`config.mk`:
```
export PLATFORM = sky130hd
export DESIGN_NAME = dbg_cmd_ctrl
export DESIGN_NICKNAME = d
export VERILOG_FILES = /design/src/rtl/dbg_cmd_ctrl_pkg.sv /design/src/rtl/dbg_cmd_ctrl_word_assembler.sv /design/src/rtl/dbg_cmd_ctrl.sv
export SDC_FILE = /design/constraint.sdc
export NUM_CORES = 1
export LEC_CHECK = 0
export ABC_AREA = 1
export CORE_MARGIN = 5
export CORE_UTILIZATION = 55
export DETAILED_ROUTE_END_ITERATION = 8
export PLACE_DENSITY = 0.8
export SETUP_SLACK_MARGIN = 0.3
export SLEW_MARGIN = 20
export SYNTH_ARGS = -nofsm -noshare
export SYNTH_HDL_FRONTEND = slang
export SYNTH_HIERARCHICAL = 1
export SYNTH_SLANG_ARGS = --single-unit
```
`constraint.sdc`:
```
create_clock -name clk -period 3.7 [get_ports clk]
set_input_delay 0.74 -clock clk [delete_from_list [all_inputs] [get_ports clk]]
set_output_delay 0.74 -clock clk [all_outputs]
set_load 0.05 [all_outputs]
```
`src/rtl/dbg_cmd_ctrl_pkg.sv`:
```
// Shared definitions for the debug command sequencer: host command codes,
// status bytes returned to the host, and the sequencer state encoding.
package dbg_pkg;

    localparam logic [7:0] CMD_LOAD = 8'h01;
    localparam logic [7:0] CMD_RUN  = 8'h02;
    localparam logic [7:0] CMD_STEP = 8'h03;

    localparam logic [7:0] ST_ACK_LOAD = 8'hA1;
    localparam logic [7:0] ST_ACK_RUN  = 8'hA2;
    localparam logic [7:0] ST_ACK_STEP = 8'hA3;
    localparam logic [7:0] ST_OVERFLOW = 8'hE1;
    localparam logic [7:0] ST_UNKNOWN  = 8'hEE;

    typedef enum logic [2:0] {
        S_IDLE    = 3'd0,
        S_LOAD    = 3'd1,
        S_WRITE   = 3'd2,
        S_RUN     = 3'd3,
        S_STEP    = 3'd4,
        S_RESP    = 3'd5,
        S_WAIT_TX = 3'd6
    } state_e;

endpackage

```
`src/rtl/dbg_cmd_ctrl_word_assembler.sv`:
```
// Collects four bytes MSB-first into one instruction word; the completed word
// is presented combinationally alongside the fourth byte.
module word_assembler #(
    parameter int DATA_W = 32
) (
    input  logic              clk,
    input  logic              i_rst,
    input  logic              i_clr,
    input  logic              i_byte_vld,
    input  logic [7:0]        i_byte,
    output logic [DATA_W-1:0] o_word,
    output logic              o_word_vld
);

    // Only the three oldest bytes need storage; the newest comes straight from the input.
    logic [DATA_W-9:0] word_r;
    logic [1:0]        count_r;

    assign o_word     = {word_r, i_byte};
    assign o_word_vld = i_byte_vld && (count_r == 2'd3);

    // Shift register and byte counter.
    always_ff @(posedge clk) begin
        if (i_rst) begin
            word_r  <= '0;
            count_r <= 2'd0;
        end else if (i_clr) begin
            word_r  <= '0;
            count_r <= 2'd0;
        end else if (i_byte_vld) begin
            word_r  <= o_word[DATA_W-9:0];
            count_r <= count_r + 2'd1;
        end
    end

endmodule

```
`src/rtl/dbg_cmd_ctrl.sv`:
```
// Debug command sequencer: decodes host bytes, loads instruction memory,
// gates the CPU for run/step and reports a status byte over the UART.
module dbg_cmd_ctrl
    import dbg_pkg::*;
#(
    parameter int                IMEM_ADDR_W = 8,
    parameter int                DATA_W      = 32,
    parameter logic [DATA_W-1:0] HALT_WORD   = 32'hFFFF_FFFF
) (
    input  logic                   clk,
    input  logic                   i_rst,
    input  logic [7:0]             i_rx_data,
    input  logic                   i_rx_done,
    input  logic                   i_tx_done,
    input  logic                   i_cpu_halted,
    output logic [7:0]             o_tx_data,
    output logic                   o_tx_start,
    output logic                   o_imem_we,
    output logic [IMEM_ADDR_W-1:0] o_imem_addr,
    output logic [DATA_W-1:0]      o_imem_wdata,
    output logic                   o_cpu_en,
    output logic                   o_cpu_rst,
    output logic                   o_busy
);

    localparam logic [IMEM_ADDR_W-1:0] ADDR_MAX = {IMEM_ADDR_W{1'b1}};

    state_e                 state_r, state_next_s;
    logic [IMEM_ADDR_W-1:0] addr_r, addr_next_s;
    logic [DATA_W-1:0]      wdata_r, wdata_next_s;
    logic [7:0]             status_r, status_next_s;
    logic                   tx_start_r, tx_start_next_s;
    logic                   we_r, we_next_s;
    logic                   cpu_en_r, cpu_en_next_s;
    logic                   cpu_rst_r, cpu_rst_next_s;
    logic                   busy_r;
    logic                   clr_s;
    logic                   byte_vld_s;
    logic [DATA_W-1:0]      word_s;
    logic                   word_vld_s;

    assign byte_vld_s = i_rx_done && (state_r == S_LOAD);

    word_assembler #(.DATA_W(DATA_W)) u_word_asm (
        .clk        (clk),
        .i_rst      (i_rst),
        .i_clr      (clr_s),
        .i_byte_vld (byte_vld_s),
        .i_byte     (i_rx_data),
        .o_word     (word_s),
        .o_word_vld (word_vld_s)
    );

    // Next-state and next-output decode; every output is registered from these values.
    always_comb begin
        state_next_s    = state_r;
        addr_next_s     = addr_r;
        wdata_next_s    = wdata_r;
        status_next_s   = status_r;
        tx_start_next_s = 1'b0;
        we_next_s       = 1'b0;
        cpu_en_next_s   = 1'b0;
        cpu_rst_next_s  = 1'b0;
        clr_s           = 1'b0;
        case (state_r)
            S_IDLE: begin
                if (i_rx_done) begin
                    case (i_rx_data)
                        CMD_LOAD: begin
                            state_next_s   = S_LOAD;
                            addr_next_s    = '0;
                            clr_s          = 1'b1;
                            cpu_rst_next_s = 1'b1;
                        end
                        CMD_RUN: begin
                            state_next_s  = S_RUN;
                            cpu_en_next_s = ~i_cpu_halted;
                        end
                        CMD_STEP: begin
                            state_next_s  = S_STEP;
                            cpu_en_next_s = 1'b1;
                        end
                        default: begin
                            state_next_s    = S_RESP;
                            status_next_s   = ST_UNKNOWN;
                            tx_start_next_s = 1'b1;
                        end
                    endcase
                end else begin
                    state_next_s = S_IDLE;
                end
            end
            S_LOAD: begin
                if (word_vld_s) begin
                    state_next_s = S_WRITE;
                    we_next_s    = 1'b1;
                    wdata_next_s = word_s;
                    // CPU reset is released in the write cycle that terminates the load.
                    if ((word_s == HALT_WORD) || (addr_r == ADDR_MAX)) begin
                        cpu_rst_next_s = 1'b0;
                    end else begin
                        cpu_rst_next_s = 1'b1;
                    end
                end else begin
                    cpu_rst_next_s = 1'b1;
                end
            end
            S_WRITE: begin
                if (wdata_r == HALT_WORD) begin
                    state_next_s    = S_RESP;
                    status_next_s   = ST_ACK_LOAD;
                    tx_start_next_s = 1'b1;
                end else if (addr_r == ADDR_MAX) begin
                    state_next_s    = S_RESP;
                    status_next_s   = ST_OVERFLOW;
                    tx_start_next_s = 1'b1;
                end else begin
                    state_next_s   = S_LOAD;
                    addr_next_s    = addr_r + IMEM_ADDR_W'(1);
                    clr_s          = 1'b1;
                    cpu_rst_next_s = 1'b1;
                end
            end
            S_RUN: begin
                if (i_cpu_halted) begin
                    state_next_s    = S_RESP;
                    status_next_s   = ST_ACK_RUN;
                    tx_start_next_s = 1'b1;
                end else begin
                    cpu_en_next_s = 1'b1;
                end
            end
            S_STEP: begin
                state_next_s    = S_RESP;
                status_next_s   = ST_ACK_STEP;
                tx_start_next_s = 1'b1;
            end
            S_RESP: begin
                state_next_s = S_WAIT_TX;
            end
            S_WAIT_TX: begin
                if (i_tx_done) begin
                    state_next_s = S_IDLE;
                end else begin
                    state_next_s = S_WAIT_TX;
                end
            end
            default: begin
                state_next_s = S_IDLE;
            end
        endcase
    end

    // State, address and output registers.
    always_ff @(posedge clk) begin
        if (i_rst) begin
            state_r    <= S_IDLE;
            addr_r     <= '0;
            wdata_r    <= '0;
            status_r   <= 8'h00;
            tx_start_r <= 1'b0;
            we_r       <= 1'b0;
            cpu_en_r   <= 1'b0;
            cpu_rst_r  <= 1'b0;
            busy_r     <= 1'b0;
        end else begin
            state_r    <= state_next_s;
            addr_r     <= addr_next_s;
            wdata_r    <= wdata_next_s;
            status_r   <= status_next_s;
            tx_start_r <= tx_start_next_s;
            we_r       <= we_next_s;
            cpu_en_r   <= cpu_en_next_s;
            cpu_rst_r  <= cpu_rst_next_s;
            busy_r     <= (state_next_s != S_IDLE);
        end
    end

    assign o_tx_data    = status_r;
    assign o_tx_start   = tx_start_r;
    assign o_imem_we    = we_r;
    assign o_imem_addr  = addr_r;
    assign o_imem_wdata = wdata_r;
    assign o_cpu_en     = cpu_en_r;
    assign o_cpu_rst    = cpu_rst_r;
    assign o_busy       = busy_r;

endmodule

```
==> flow_metrics.py <==
metrics = {
    "worst_hold_path": {
        "min_path_type": "reg2reg",
        "min_from": "u_word_asm/count_r[1]",
    },
    "clock_network": {
        "cts_buffers": 9,
        "cts_hold_buf": 0,
        "cts_tree": "done",
        "cts_setup_buffers": 0,
        "clk_pin_slew_worst_paths_ns": 0.07,
        "clockBufferDepth": 2,
        "cts-htree-levels": 3,
        "clkLatencyLatePin_ns": 0.34,
        "cts.sinks": 79,
        "cts_root_buffer": "clkbuf_8",
        "ctsResizeCount": 0,
    },
    "sta": {
        "slew_violations": 0,
        "worst_pin_slew_ns": 1.013,
        "setup_violations": 0,
        "finalCritPeriodShare_pct": 66.55,
        "maxClockFrequency_mhz": 406.1,
        "slew_headroom_pct": 32.38,
        "rsz0062_at_grt": "false",
        "final_hold_viol_count": 0,
        "timing.final.crit_period_ns": 2.462,
        "setup-tns-final_ns": 0,
        "worst_clock_skew_ns": 0.01108,
    },
    "synthesis": {
        "ys.flop_type": "dfxtp_1",
        "synthArstFlopShare_pct": 0,
        "yosysWarnings": 6,
        "yosysUniqueCellTypes": 36,
        "netlist_instances": 563,
        "synth-seq-area-share_pct": 41.23,
        "syn_nets": 578,
        "syn_avg_cell_area_um2": 6.814,
        "synth-edff-count": 0,
        "ys_ff_latch": 79,
        "synthesis.area_mm2": 0.003836,
    },
    "placement": {
        "place_area_mm2": 0.004395,
        "detailed_place_hpwl_mm": 6.287,
        "place_congestion": 0.9223,
        "dp.cells": 694,
        "io_buffers": 64,
    },
    "worst_setup_path": {
        "worstReg2RegStart": "state_r[0]",
        "cp_max_fo": 26,
        "endpoint_kind": "flop",
        "start_kind": "input port",
        "required_ns": 3.97,
        "crit_start": "i_rx_data[2]",
        "arrival_ns": 2.73,
        "critical_path_class": "in2reg",
    },
    "finish": {
        "final_cell_area_mm2": 0.004593,
        "final_cell_count_no_fill": 709,
        "diodes": 0,
        "synthToLayoutAreaGrowth_pct": 19.73,
        "nets": 624,
        "layout.area.seq_mm2": 0.001582,
        "nFillCells": 598,
        "drive_gt1_share_pct": 8.646,
        "multi_input_area_mm2": 0.001808,
    },
    "die": {
        "start_util_pct": 56.46,
        "fp.dieArea_mm2": 0.008745,
        "num_rows": 30,
        "die_h_um": 93.52,
        "die_w_um": 93.52,
        "core_mm2": 0.006794,
        "ios": 66,
    },
    "pwr": {
        "powerDensity_mw_per_mm2": 472.4,
        "p_leak_nw": 1.952,
        "max-vdd-ir-drop_v": 0.0003249,
        "finalPower_mw": 2.170,
    },
    "routing": {
        "drc": 0,
        "via_per_inst": 4.959,
        "vias": 3516,
        "initialDrtViolationCount": 311,
        "wl_per_cell_um": 12.57,
        "drt_wl_total_mm": 8.909,
        "first_pass_iters": 5,
        "ant_nets": 0,
    },
    "run": {
        "maxCapViolCount": 0,
    },
    "run_status": {
        "status": "finished clean",
    },
    "grt": {
        "grt_pass1_vias": 3169,
        "grt_usage_pct": 21.27,
        "grt_pass1_wl_mm": 15.08,
        "antenna_found_initial": 0,
        "grt_start_max_net_pins": 53,
        "grt.overflow.total": 0,
    },
}
## layer usage
layer	track usage, %	wire length, um
met5	0	0
met4	8.547	174
met3	3.459	510
met2	32.04	4041
met1	30.15	4183
## metrics by stage
step,util [%],setup slack (ns),hold slack [ns]
final,67.61,1.238,0.4772
after global routing,67.61,1.021,0.5229
after CTS,67.61,1.271,0.4795
after detailed placement,64.70,0.9227,0.4690
after global placement,64.70,1.003,0.4636
after floorplan,-,1.617,0.4530
## cells in the final DEF (no fill, tap or decap), types with 2 or more instances in the layout
| cell | Yosys | layout |
|---|---|---|
| nand3_1 | 16 | 16 |
| nand2_1 | 121 | 121 |
| clkbuf_8 | 0 | 11 |
| nor2_1 | 159 | 158 |
| dfxtp_1 | 79 | 79 |
| inv_2 | 4 | 4 |
| o21ai_1 | 6 | 6 |
| nor2_4 | 5 | 5 |
| nand2_4 | 4 | 4 |
| ha_1 | 2 | 2 |
| a21oi_1 | 12 | 12 |
| nand2_2 | 7 | 7 |
| nand3_2 | 3 | 3 |
| nor3_1 | 2 | 2 |
| buf_4 | 16 | 3 |
| inv_1 | 53 | 53 |
| nor2_2 | 4 | 5 |
| clkdlybuf4s50_1 | 0 | 64 |
| o21ai_0 | 31 | 31 |
| nand4_1 | 7 | 7 |
| xnor2_1 | 3 | 3 |
## worst max-delay path, cell delays in order
cell             delay, ns
clkdlybuf4s50_1       0.54
inv_1                 0.05
nand2_1               0.10
nor2_1                0.06
nand2_1               0.17
inv_1                 0.08
nand2_2               0.16
nand2_4               0.12
nor2_4                0.47
nand2_1               0.13
nor2_1                0.10
## state kept, by name (all words and copies together) (netlist names)
register,cells
o_imem_wdata,32
u_word_asm/word_r,24
o_imem_addr,8
o_tx_data,5
state_r,3
u_word_asm/count_r,2
o_busy,1
o_cpu_en,1
o_cpu_rst,1
o_imem_we,1
o_tx_start,1
## path summary, 6_finish.rpt
check                          endpoint  slack [ns]  cells past startpoint
hold reg to reg   u_word_asm/count_r[1]        0.48                      2
hold / removal    u_word_asm/count_r[1]        0.48                      2
setup / recovery   u_word_asm/word_r[1]        1.24                     11
setup reg to reg                 o_busy        1.58                     13
## cell type report
| class | count | share of cell area [%] |
|---|---|---|
| clock buffer | 12 | 3.378 |
| multi-input combinational | 394 | 39.36 |
| sequential | 79 | 34.43 |
| tap | 96 | 2.615 |
| timing repair buffer | 67 | 14.44 |
| inverter | 58 | 4.849 |
| clock inverter | 3 | 0.9262 |
## power breakdown
| group | switching (mW) | total, mW | internal, mW |
|---|---|---|---|
| registers | 0.0788 | 1.01 | 0.927 |
| clock network | 0.299 | 0.643 | 0.344 |
| logic | 0.333 | 0.520 | 0.187 |
## cell families after synthesis
| group | Yosys count | synth area share [%] |
|---|---|---|
| other cells | 1 | 0.09775 |
| flops | 79 | 41.23 |
| xor+xnor | 4 | 0.9134 |
| simple gates | 332 | 37.51 |
| compound gates | 55 | 7.894 |
| buf+inv | 90 | 11.71 |
| fa+ha+maj | 2 | 0.6522 |
## Yosys cell counts, types with 5 or more instances
| cell | count | area [um^2] |
|---|---|---|
| nor2_1 | 159 | 596.8 |
| nand2_1 | 121 | 454.2 |
| dfxtp_1 | 79 | 1582 |
| inv_1 | 53 | 198.9 |
| o21ai_0 | 31 | 155.2 |
| buf_4 | 16 | 120.1 |
| nand3_1 | 16 | 80.08 |
| a21oi_1 | 12 | 60.06 |
| buf_2 | 7 | 35.03 |
| nand2_2 | 7 | 43.79 |
| nand4_1 | 7 | 43.79 |
| o21ai_1 | 6 | 30.03 |
| buf_6 | 5 | 56.30 |
| nor2_4 | 5 | 56.30 |
Note: power is estimated with default switching activity, not from simulation.
